File: src/rtl/mccomp_boot_ctrl.sv
// Program loader and register-dump controller for the multicycle computer.
// Streams a program into memory while the core is held in reset. Releases the
// core after a short hold. On request, walks reg_sel across the register file
// and returns every register on a valid/ready stream.
module mccomp_boot_ctrl #(
    parameter int DATA_W   = 32,
    parameter int ADDR_W   = 7,
    parameter int DEPTH    = 128,
    parameter int HOLD_CYC = 2,
    parameter int NREG     = 32,
    parameter int SEL_W    = 5
) (
    input  logic              clk,
    input  logic              rstn,
    input  logic              load_start,
    input  logic [DATA_W-1:0] s_data,
    input  logic              s_valid,
    input  logic              s_last,
    output logic              s_ready,
    output logic              mem_we,
    output logic [ADDR_W-1:0] mem_addr,
    output logic [DATA_W-1:0] mem_wdata,
    output logic              core_rstn,
    input  logic              dump_req,
    output logic [SEL_W-1:0]  reg_sel,
    input  logic [DATA_W-1:0] reg_data,
    output logic [DATA_W-1:0] d_data,
    output logic              d_valid,
    input  logic              d_ready,
    output logic              busy,
    output logic              load_err,
    output logic [ADDR_W:0]   word_cnt
);

    typedef enum logic [2:0] {
        ST_IDLE,
        ST_LOAD,
        ST_HOLD,
        ST_RUN,
        ST_DUMP
    } state_t;

    localparam int HC_W = $clog2(HOLD_CYC + 1) + 1;
    localparam logic [ADDR_W:0]  DEPTH_CNT = (ADDR_W + 1)'(DEPTH);
    localparam logic [HC_W-1:0]  HOLD_LAST = HC_W'(HOLD_CYC);
    localparam logic [SEL_W-1:0] SEL_LAST  = SEL_W'(NREG - 1);

    state_t            state_q, state_d;
    logic [ADDR_W:0]   word_cnt_q, word_cnt_d;
    logic              load_err_q, load_err_d;
    logic              mem_we_q, mem_we_d;
    logic [ADDR_W-1:0] mem_addr_q, mem_addr_d;
    logic [DATA_W-1:0] mem_wdata_q, mem_wdata_d;
    logic [HC_W-1:0]   hold_cnt_q, hold_cnt_d;
    logic [SEL_W-1:0]  reg_sel_q, reg_sel_d;
    logic [DATA_W-1:0] d_data_q, d_data_d;
    logic              d_valid_q, d_valid_d;
    logic              beat;

    // Loading is accepted in every LOAD cycle; there is no backpressure.
    assign s_ready = (state_q == ST_LOAD);
    assign beat    = s_valid && s_ready;

    // State register and all registered outputs.
    always_ff @(posedge clk or negedge rstn) begin
        if (!rstn) begin
            state_q     <= ST_IDLE;
            word_cnt_q  <= '0;
            load_err_q  <= 1'b0;
            mem_we_q    <= 1'b0;
            mem_addr_q  <= '0;
            mem_wdata_q <= '0;
            hold_cnt_q  <= '0;
            reg_sel_q   <= '0;
            d_data_q    <= '0;
            d_valid_q   <= 1'b0;
        end else begin
            state_q     <= state_d;
            word_cnt_q  <= word_cnt_d;
            load_err_q  <= load_err_d;
            mem_we_q    <= mem_we_d;
            mem_addr_q  <= mem_addr_d;
            mem_wdata_q <= mem_wdata_d;
            hold_cnt_q  <= hold_cnt_d;
            reg_sel_q   <= reg_sel_d;
            d_data_q    <= d_data_d;
            d_valid_q   <= d_valid_d;
        end
    end

    // Next-state and datapath decisions; the write strobe defaults low so it is a
    // single-cycle pulse following each stored beat.
    always_comb begin
        state_d     = state_q;
        word_cnt_d  = word_cnt_q;
        load_err_d  = load_err_q;
        mem_we_d    = 1'b0;
        mem_addr_d  = mem_addr_q;
        mem_wdata_d = mem_wdata_q;
        hold_cnt_d  = hold_cnt_q;
        reg_sel_d   = reg_sel_q;
        d_data_d    = d_data_q;
        d_valid_d   = d_valid_q;

        case (state_q)
            ST_IDLE: begin
                if (load_start) begin
                    state_d    = ST_LOAD;
                    word_cnt_d = '0;
                    load_err_d = 1'b0;
                    mem_addr_d = '0;
                end
            end

            ST_LOAD: begin
                if (beat) begin
                    if (word_cnt_q < DEPTH_CNT) begin
                        mem_we_d    = 1'b1;
                        mem_addr_d  = word_cnt_q[ADDR_W-1:0];
                        mem_wdata_d = s_data;
                        word_cnt_d  = word_cnt_q + (ADDR_W + 1)'(1);
                    end else begin
                        // Memory is full: the word is dropped and flagged.
                        load_err_d = 1'b1;
                    end
                    if (s_last) begin
                        state_d    = ST_HOLD;
                        hold_cnt_d = '0;
                    end
                end
            end

            ST_HOLD: begin
                // The first HOLD cycle is the final write cycle, so HOLD lasts
                // HOLD_CYC+1 cycles to keep the core low HOLD_CYC cycles after it.
                if (hold_cnt_q == HOLD_LAST) begin
                    state_d = ST_RUN;
                end else begin
                    hold_cnt_d = hold_cnt_q + HC_W'(1);
                end
            end

            ST_RUN: begin
                if (load_start) begin
                    state_d    = ST_LOAD;
                    word_cnt_d = '0;
                    load_err_d = 1'b0;
                    mem_addr_d = '0;
                end else if (dump_req) begin
                    state_d   = ST_DUMP;
                    reg_sel_d = '0;
                    d_valid_d = 1'b0;
                end
            end

            ST_DUMP: begin
                if (!d_valid_q) begin
                    // reg_sel has had a full cycle to settle; capture the register.
                    d_valid_d = 1'b1;
                    d_data_d  = reg_data;
                end else if (d_ready) begin
                    d_valid_d = 1'b0;
                    if (reg_sel_q == SEL_LAST) begin
                        reg_sel_d = '0;
                        state_d   = ST_RUN;
                    end else begin
                        reg_sel_d = reg_sel_q + SEL_W'(1);
                    end
                end
            end

            default: begin
                state_d = ST_IDLE;
            end
        endcase
    end

    assign mem_we    = mem_we_q;
    assign mem_addr  = mem_addr_q;
    assign mem_wdata = mem_wdata_q;
    assign word_cnt  = word_cnt_q;
    assign load_err  = load_err_q;
    assign reg_sel   = reg_sel_q;
    assign d_data    = d_data_q;
    assign d_valid   = d_valid_q;
    assign core_rstn = (state_q == ST_RUN) || (state_q == ST_DUMP);
    assign busy      = (state_q == ST_LOAD) || (state_q == ST_HOLD) || (state_q == ST_DUMP);

endmodule

File: config.mk
export PLATFORM = sky130hd
export DESIGN_NAME = mccomp_boot_ctrl
export DESIGN_NICKNAME = d
export VERILOG_FILES = /design/src/rtl/mccomp_boot_ctrl.sv
export SDC_FILE = /design/constraint.sdc
export NUM_CORES = 1
export LEC_CHECK = 0
export CORE_MARGIN = 8
export CORE_UTILIZATION = 34
export CTS_BUF_LIST = sky130_fd_sc_hd__clkbuf_16
export DETAILED_ROUTE_END_ITERATION = 12
export HOLD_SLACK_MARGIN = 0.06
export PLACE_DENSITY = 0.68
export SETUP_SLACK_MARGIN = 0.15
export SYNTH_ARGS = -nofsm -noshare
export SYNTH_HDL_FRONTEND = slang
export SYNTH_SLANG_ARGS = --single-unit
File: constraint.sdc
create_clock -name clk -period 1.7 [get_ports clk]
set_clock_uncertainty 0.05 [all_clocks]
set_input_delay 0.17 -clock clk [delete_from_list [all_inputs] [get_ports clk]]
set_output_delay 0.17 -clock clk [all_outputs]
set_load 0.1 [all_outputs]
=== After elaboration in Yosys (flattened, before gate mapping) ===
Cells that the tools add are included.

* Output and inout bits: 90
* Input port bits: 71
* Bits in latches: 0
* Flip-flop bits (word level): 93
* Bits in read-only memories: 0
* Word-level logic and storage cells: 92
* Memories: 0
* Bits in writable memories: 0

* Multiplexer cells: 40
* Div/mod/pow operators: 0
* $mul: 0
* Bitwise operators: 1
* Reductions and logical operators: 17
* Magnitude comparators: 1
* Shifts and indexed selects: 0
* $add $sub $neg: 3
* Equality and inequality tests: 20

{| class="wikitable"
|+ Operator list
! operator !! number
|-
| 2-to-1 mux 3 bit || 12
|-
| 2-to-1 mux 5 bit || 5
|-
| 2-to-1 mux 8 bit || 3
|-
| 2-to-1 mux 7 bit || 3
|-
| inequality test 2 bit, second input constant || 10
|-
| one-hot mux 8 bit (2 select lines) || 1
|-
| one-hot mux 3 bit (5 select lines) || 1
|-
| one-hot mux 7 bit (2 select lines) || 1
|-
| AND reduction 4 bit || 3
|-
| 2-to-1 mux 1 bit || 10
|-
| one-hot mux 5 bit (2 select lines) || 1
|-
| equality test 3 x 2 -> 1 bit, second input constant || 3
|-
| adder 8 x 1 -> 8 bit, second input constant || 1
|-
| less-than comparator 8 bit, second input constant || 1
|-
| AND reduction 8 bit || 1
|-
| inequality test 2 x 1 -> 1 bit, second input constant || 3
|-
| one-hot mux 3 bit (2 select lines) || 1
|-
| AND reduction 3 bit || 2
|-
| nonzero test 2 bit || 3
|-
| adder 5 x 1 -> 5 bit, second input constant || 1
|-
| equality test 5 bit, second input constant || 1
|-
| AND reduction 5 bit || 1
|-
| one-hot mux 1 bit (2 select lines) || 2
|-
| adder 3 x 1 -> 3 bit, second input constant || 1
|-
| other kinds (9) || 11
|}

=== Logic depth before layout (Yosys ltp) ===
* Depth after elaboration: 5
* Gate-level depth with buffers: 8

=== Least setup slack after synthesis ===
Ideal clock, no wire load.

* Path type: register -> register
* Start: register reg_sel_q[0], in the netlist reg_sel[0]
* End: register reg_sel_q[2], in the netlist reg_sel[2]
* Path slack: -0.558 ns
* Setup time: 0.083 ns
* Cell stages (with the launch flop): 8
* Data arrival time: 2.124 ns
* Required time: 1.567 ns
* Cells stage by stage: dfrtp_1 > ha_1 > and3_1 > ha_1 > clkbuf_1 > nor4b_1 > a21oi_1 > o21ai_0

* Word-level cells in the longest chain between the ends: 5

{| class="wikitable"
|+ RTL lines
! what !! line !! RTL
|-
| from (decl) || 55 || <nowiki>logic [SEL_W-1:0] reg_sel_q, reg_sel_d;</nowiki>
|-
| from (signal assigned) || 85 || <nowiki>reg_sel_q <= reg_sel_d;</nowiki>
|-
| adder 5 x 1 -> 5 bit or equality test 5 bit (tied branches) || 167, 163 ||
|-
| 2-to-1 mux 5 bit * || 163 || <nowiki>if (reg_sel_q == SEL_LAST) begin</nowiki>
|-
| 2-to-1 mux 5 bit * || 161 || <nowiki>end else if (d_ready) begin</nowiki>
|-
| 2-to-1 mux 5 bit * || 157 || <nowiki>if (!d_valid_q) begin</nowiki>
|-
| one-hot mux 5 bit (2 select lines) * || 105 || <nowiki>case (state_q)</nowiki>
|}

Every way passes the cells marked *; elsewhere a longest branch is shown, timed or not. The select of a mux whose other input is x is not followed.
A chain may end at the register's enable or synchronous reset.

=== Worst setup path after layout ===
* Start: register state_q[1]
* End: output port busy

* Word-level cells in the longest chain between the ends: 3

{| class="wikitable"
|+ RTL lines
! what !! line !! RTL
|-
| from (decl) || 48 || <nowiki>state_t state_q, state_d;</nowiki>
|-
| from (signal assigned) || 78 || <nowiki>state_q <= state_d;</nowiki>
|-
| equality test 3 x 1 -> 1 bit or equality test 3 x 2 -> 1 bit (tied branches) || 187 || <nowiki>assign busy = (state_q == ST_LOAD) || (state_q == ST_HOLD) || (state_q == ST_DUMP);</nowiki>
|-
| logical OR 1 bit || 187 ||
|-
| logical OR 1 bit * || 187 ||
|-
| to (decl) || 30 || <nowiki>output logic busy,</nowiki>
|}

Every way passes the cells marked *; elsewhere a longest branch is shown, timed or not.

==> results.md <==
- Clk pin slew, worst setup/hold paths: 0.07 ns
- Run status: complete, but fails checks
- Top FF cell, synth: dfrtp_1
- GRT Overall Usage: 0.162
- Worst skew pair latency: 0.34 ns
- I/O pin cnt: 161
- Global route overflow: 0
- Worst Setup End Kind: output port
- Final setup viols: 75
- Fin. Hold Viols: 0
- Clock buffer count from CTS: 9
- Root Driver: clkbuf_16
- Commonest cells post-synth: nand2_1, dfrtp_1, mux2_2, o21ai_0, a21oi_1
- Relative slew margins: 0.659
- Top delay family on crit path: flip-flops
- Layout cells sized above 1: 0.497
- Slowest cell delay on critical path: 0.41 ns
- Vias in the first global route: 3,599
- Detail Placement HPWL: 9070 um
- # diodes: 0
- Routed vias: 3,506
- Die H: 124 um
- Worst path slowest cell: dfrtp_1
- Post-Syn Area: 0.00395 sq mm
- Post-synth EDFFs: 0
- Total Die Area: 0.0153 sq mm
- Fmax: 0.540 GHz
- Register area share after synthesis: 0.589
- Worst hold margin: 0.275 ns
- Largest net degree at the start of global routing: 37
- CTS tree: yes
- First-pass GRT wire length: 19,200 um
- CP Max Fanout: 4
- Bufs and invs on worst path: 3
- Unique cell type count in the Yosys netlist: 44
- Chip width: 124 um
- Most common cell in the netlist: nand2_1
- Slew Viols, Final: 0
- Nets: 648
- Violated checks: setup timing
- Initial antenna violation count: 0
- Drt first-iter violations: 120
- Syn avg cell area: 10.8 sq um
- Dominant cell type by area after synthesis: dfrtp_1
- Hold Path Class: input port to asynchronous set/reset pin
- Synthesized Nets: 441
- RePlAce Congestion: 0.787
- Vias per inst: 4.87
- Initial Util: 0.347
- H-tree depth: 3
- Drt total wl: 13,000 um
- CTS Buffer Depth: 2
- Yosys warnings: 0
- CP Launch Type: flop
- Area share of the largest cell type after synthesis: 0.589
- Clock sink count: 93
- Critical path class: flop to output port
- Measured slew at the worst slew-check pin: 0.511 ns
- ANT nets after route: 0
- CP Cell Sequence: or3b_4, buf_6, o21a_4, clkinvlp_4, buf_12
- Port Buf Inserts: 160
- Mapped Cells: 365
- FFs w/ async S/R, synth: 1.00
- RSZ-0062 raised after global routing: yes
- Synthesized flop and latch total: 93
- Pre-antenna DRT Iters: 4
- FP Rows: 39
- Most area-consuming cells after synthesis: dfrtp_1, nand2_1, mux2_2
- Fin area: 0.00809 sq mm
- CP arrival: 1.63 ns
- Cell Area, Placed: 0.00701 sq mm
- Area grow syn2layout: 105%
- Drt drc: 0
- Core ar.: 0.0114 sq mm
- Layout Utilization: 0.712
- WL/cell: 18.1 um
- CP Data Required Time: 1.48 ns
- Setup WS post-layout: -0.153 ns
- Max Cap Violations: 0
- Period utilization: 1.09
- Tmin final: 1.85 ns
## per-stage QoR
step           instances  setup TNS [ns]  setup WS [ns]
2_1_floorplan        365           -1.80         -0.110
3_3_place_gp         681         -0.0239        -0.0239
3_5_place_dp         681          -0.877        -0.0712
4_1_cts              713           -8.62         -0.187
5_1_grt              720          -11.36         -0.214
6_report             720           -6.57         -0.153
## state kept, by name, summed over array words and instances (netlist names)
register / cells
d_data: 32
d_valid: 1
hold_cnt_q: 3
load_err: 1
mem_addr: 7
mem_wdata: 32
mem_we: 1
reg_sel: 5
state_q: 3
word_cnt: 8
## final cells by class
type	count	area (sq um)
clock buffer	9	225
timing repair buffer	211	3210
tap	143	179
inverter	11	58.8
clock inverter	7	75.1
sequential	93	2350
multi-input combinational	246	1990
fill	768	3280
## worst paths after layout
kind | start | end | slack, ns | cells after the start
max | state_q[1]$_DFFE_PN0P_ | busy | -0.15 | 5
min | rstn | d_data[15]$_DFFE_PN0P_ | 0.28 | 2
max reg2reg | state_q[1]$_DFFE_PN0P_ | d_data[23]$_DFFE_PN0P_ | -0.13 | 6
min reg2reg | hold_cnt_q[1]$_DFFE_PN0P_ | hold_cnt_q[1]$_DFFE_PN0P_ | 0.47 | 1
max in group asynchronous | rstn | mem_wdata[15]$_DFFE_PN0P_ | 0.72 | 3
min in group clk | s_data[23] | mem_wdata[23]$_DFFE_PN0P_ | 0.31 | 3
## routing by layer
layer,share of wire,up-vias,GRT usage
li1,-,1642,-
met1,0.40,1737,0.189
met2,0.51,104,0.275
met3,0.065,23,0.0476
met4,0.022,0,0.0617
met5,0,-,0
## logic make-up after synthesis
family,count (synthesis),share of synthesized area
buf+inv,26,0.0345
fa+ha+maj,5,0.0158
compound gates,51,0.0874
mux,33,0.0938
xor+xnor,2,0.00444
flops,93,0.589
simple gates,155,0.175
## cell usage in the layout (no fill, tap or decap), types with 8 or more instances in the layout
cell	count
dfrtp_2	8
buf_12	99
o21ai_1	9
clkdlybuf4s50_1	69
buf_4	18
nand2_1	62
clkbuf_16	13
nand2_2	39
mux2_4	31
nand2_4	23
buf_6	16
dfrtp_1	81
a21oi_1	11
## repair_timing
item	4_1_cts	5_1_grt
endpoints found under the setup margin	92	92
gates cloned	4	5
gates resized for setup	33	103
endpoints found under the hold margin	33	0
pin swaps	4	61
hold buffers	1	0
buffers inserted	11	2
Power is left out: the tool's default activity adds up to more than one toggle a clock period on the data nets, which glitch-free logic cannot reach.
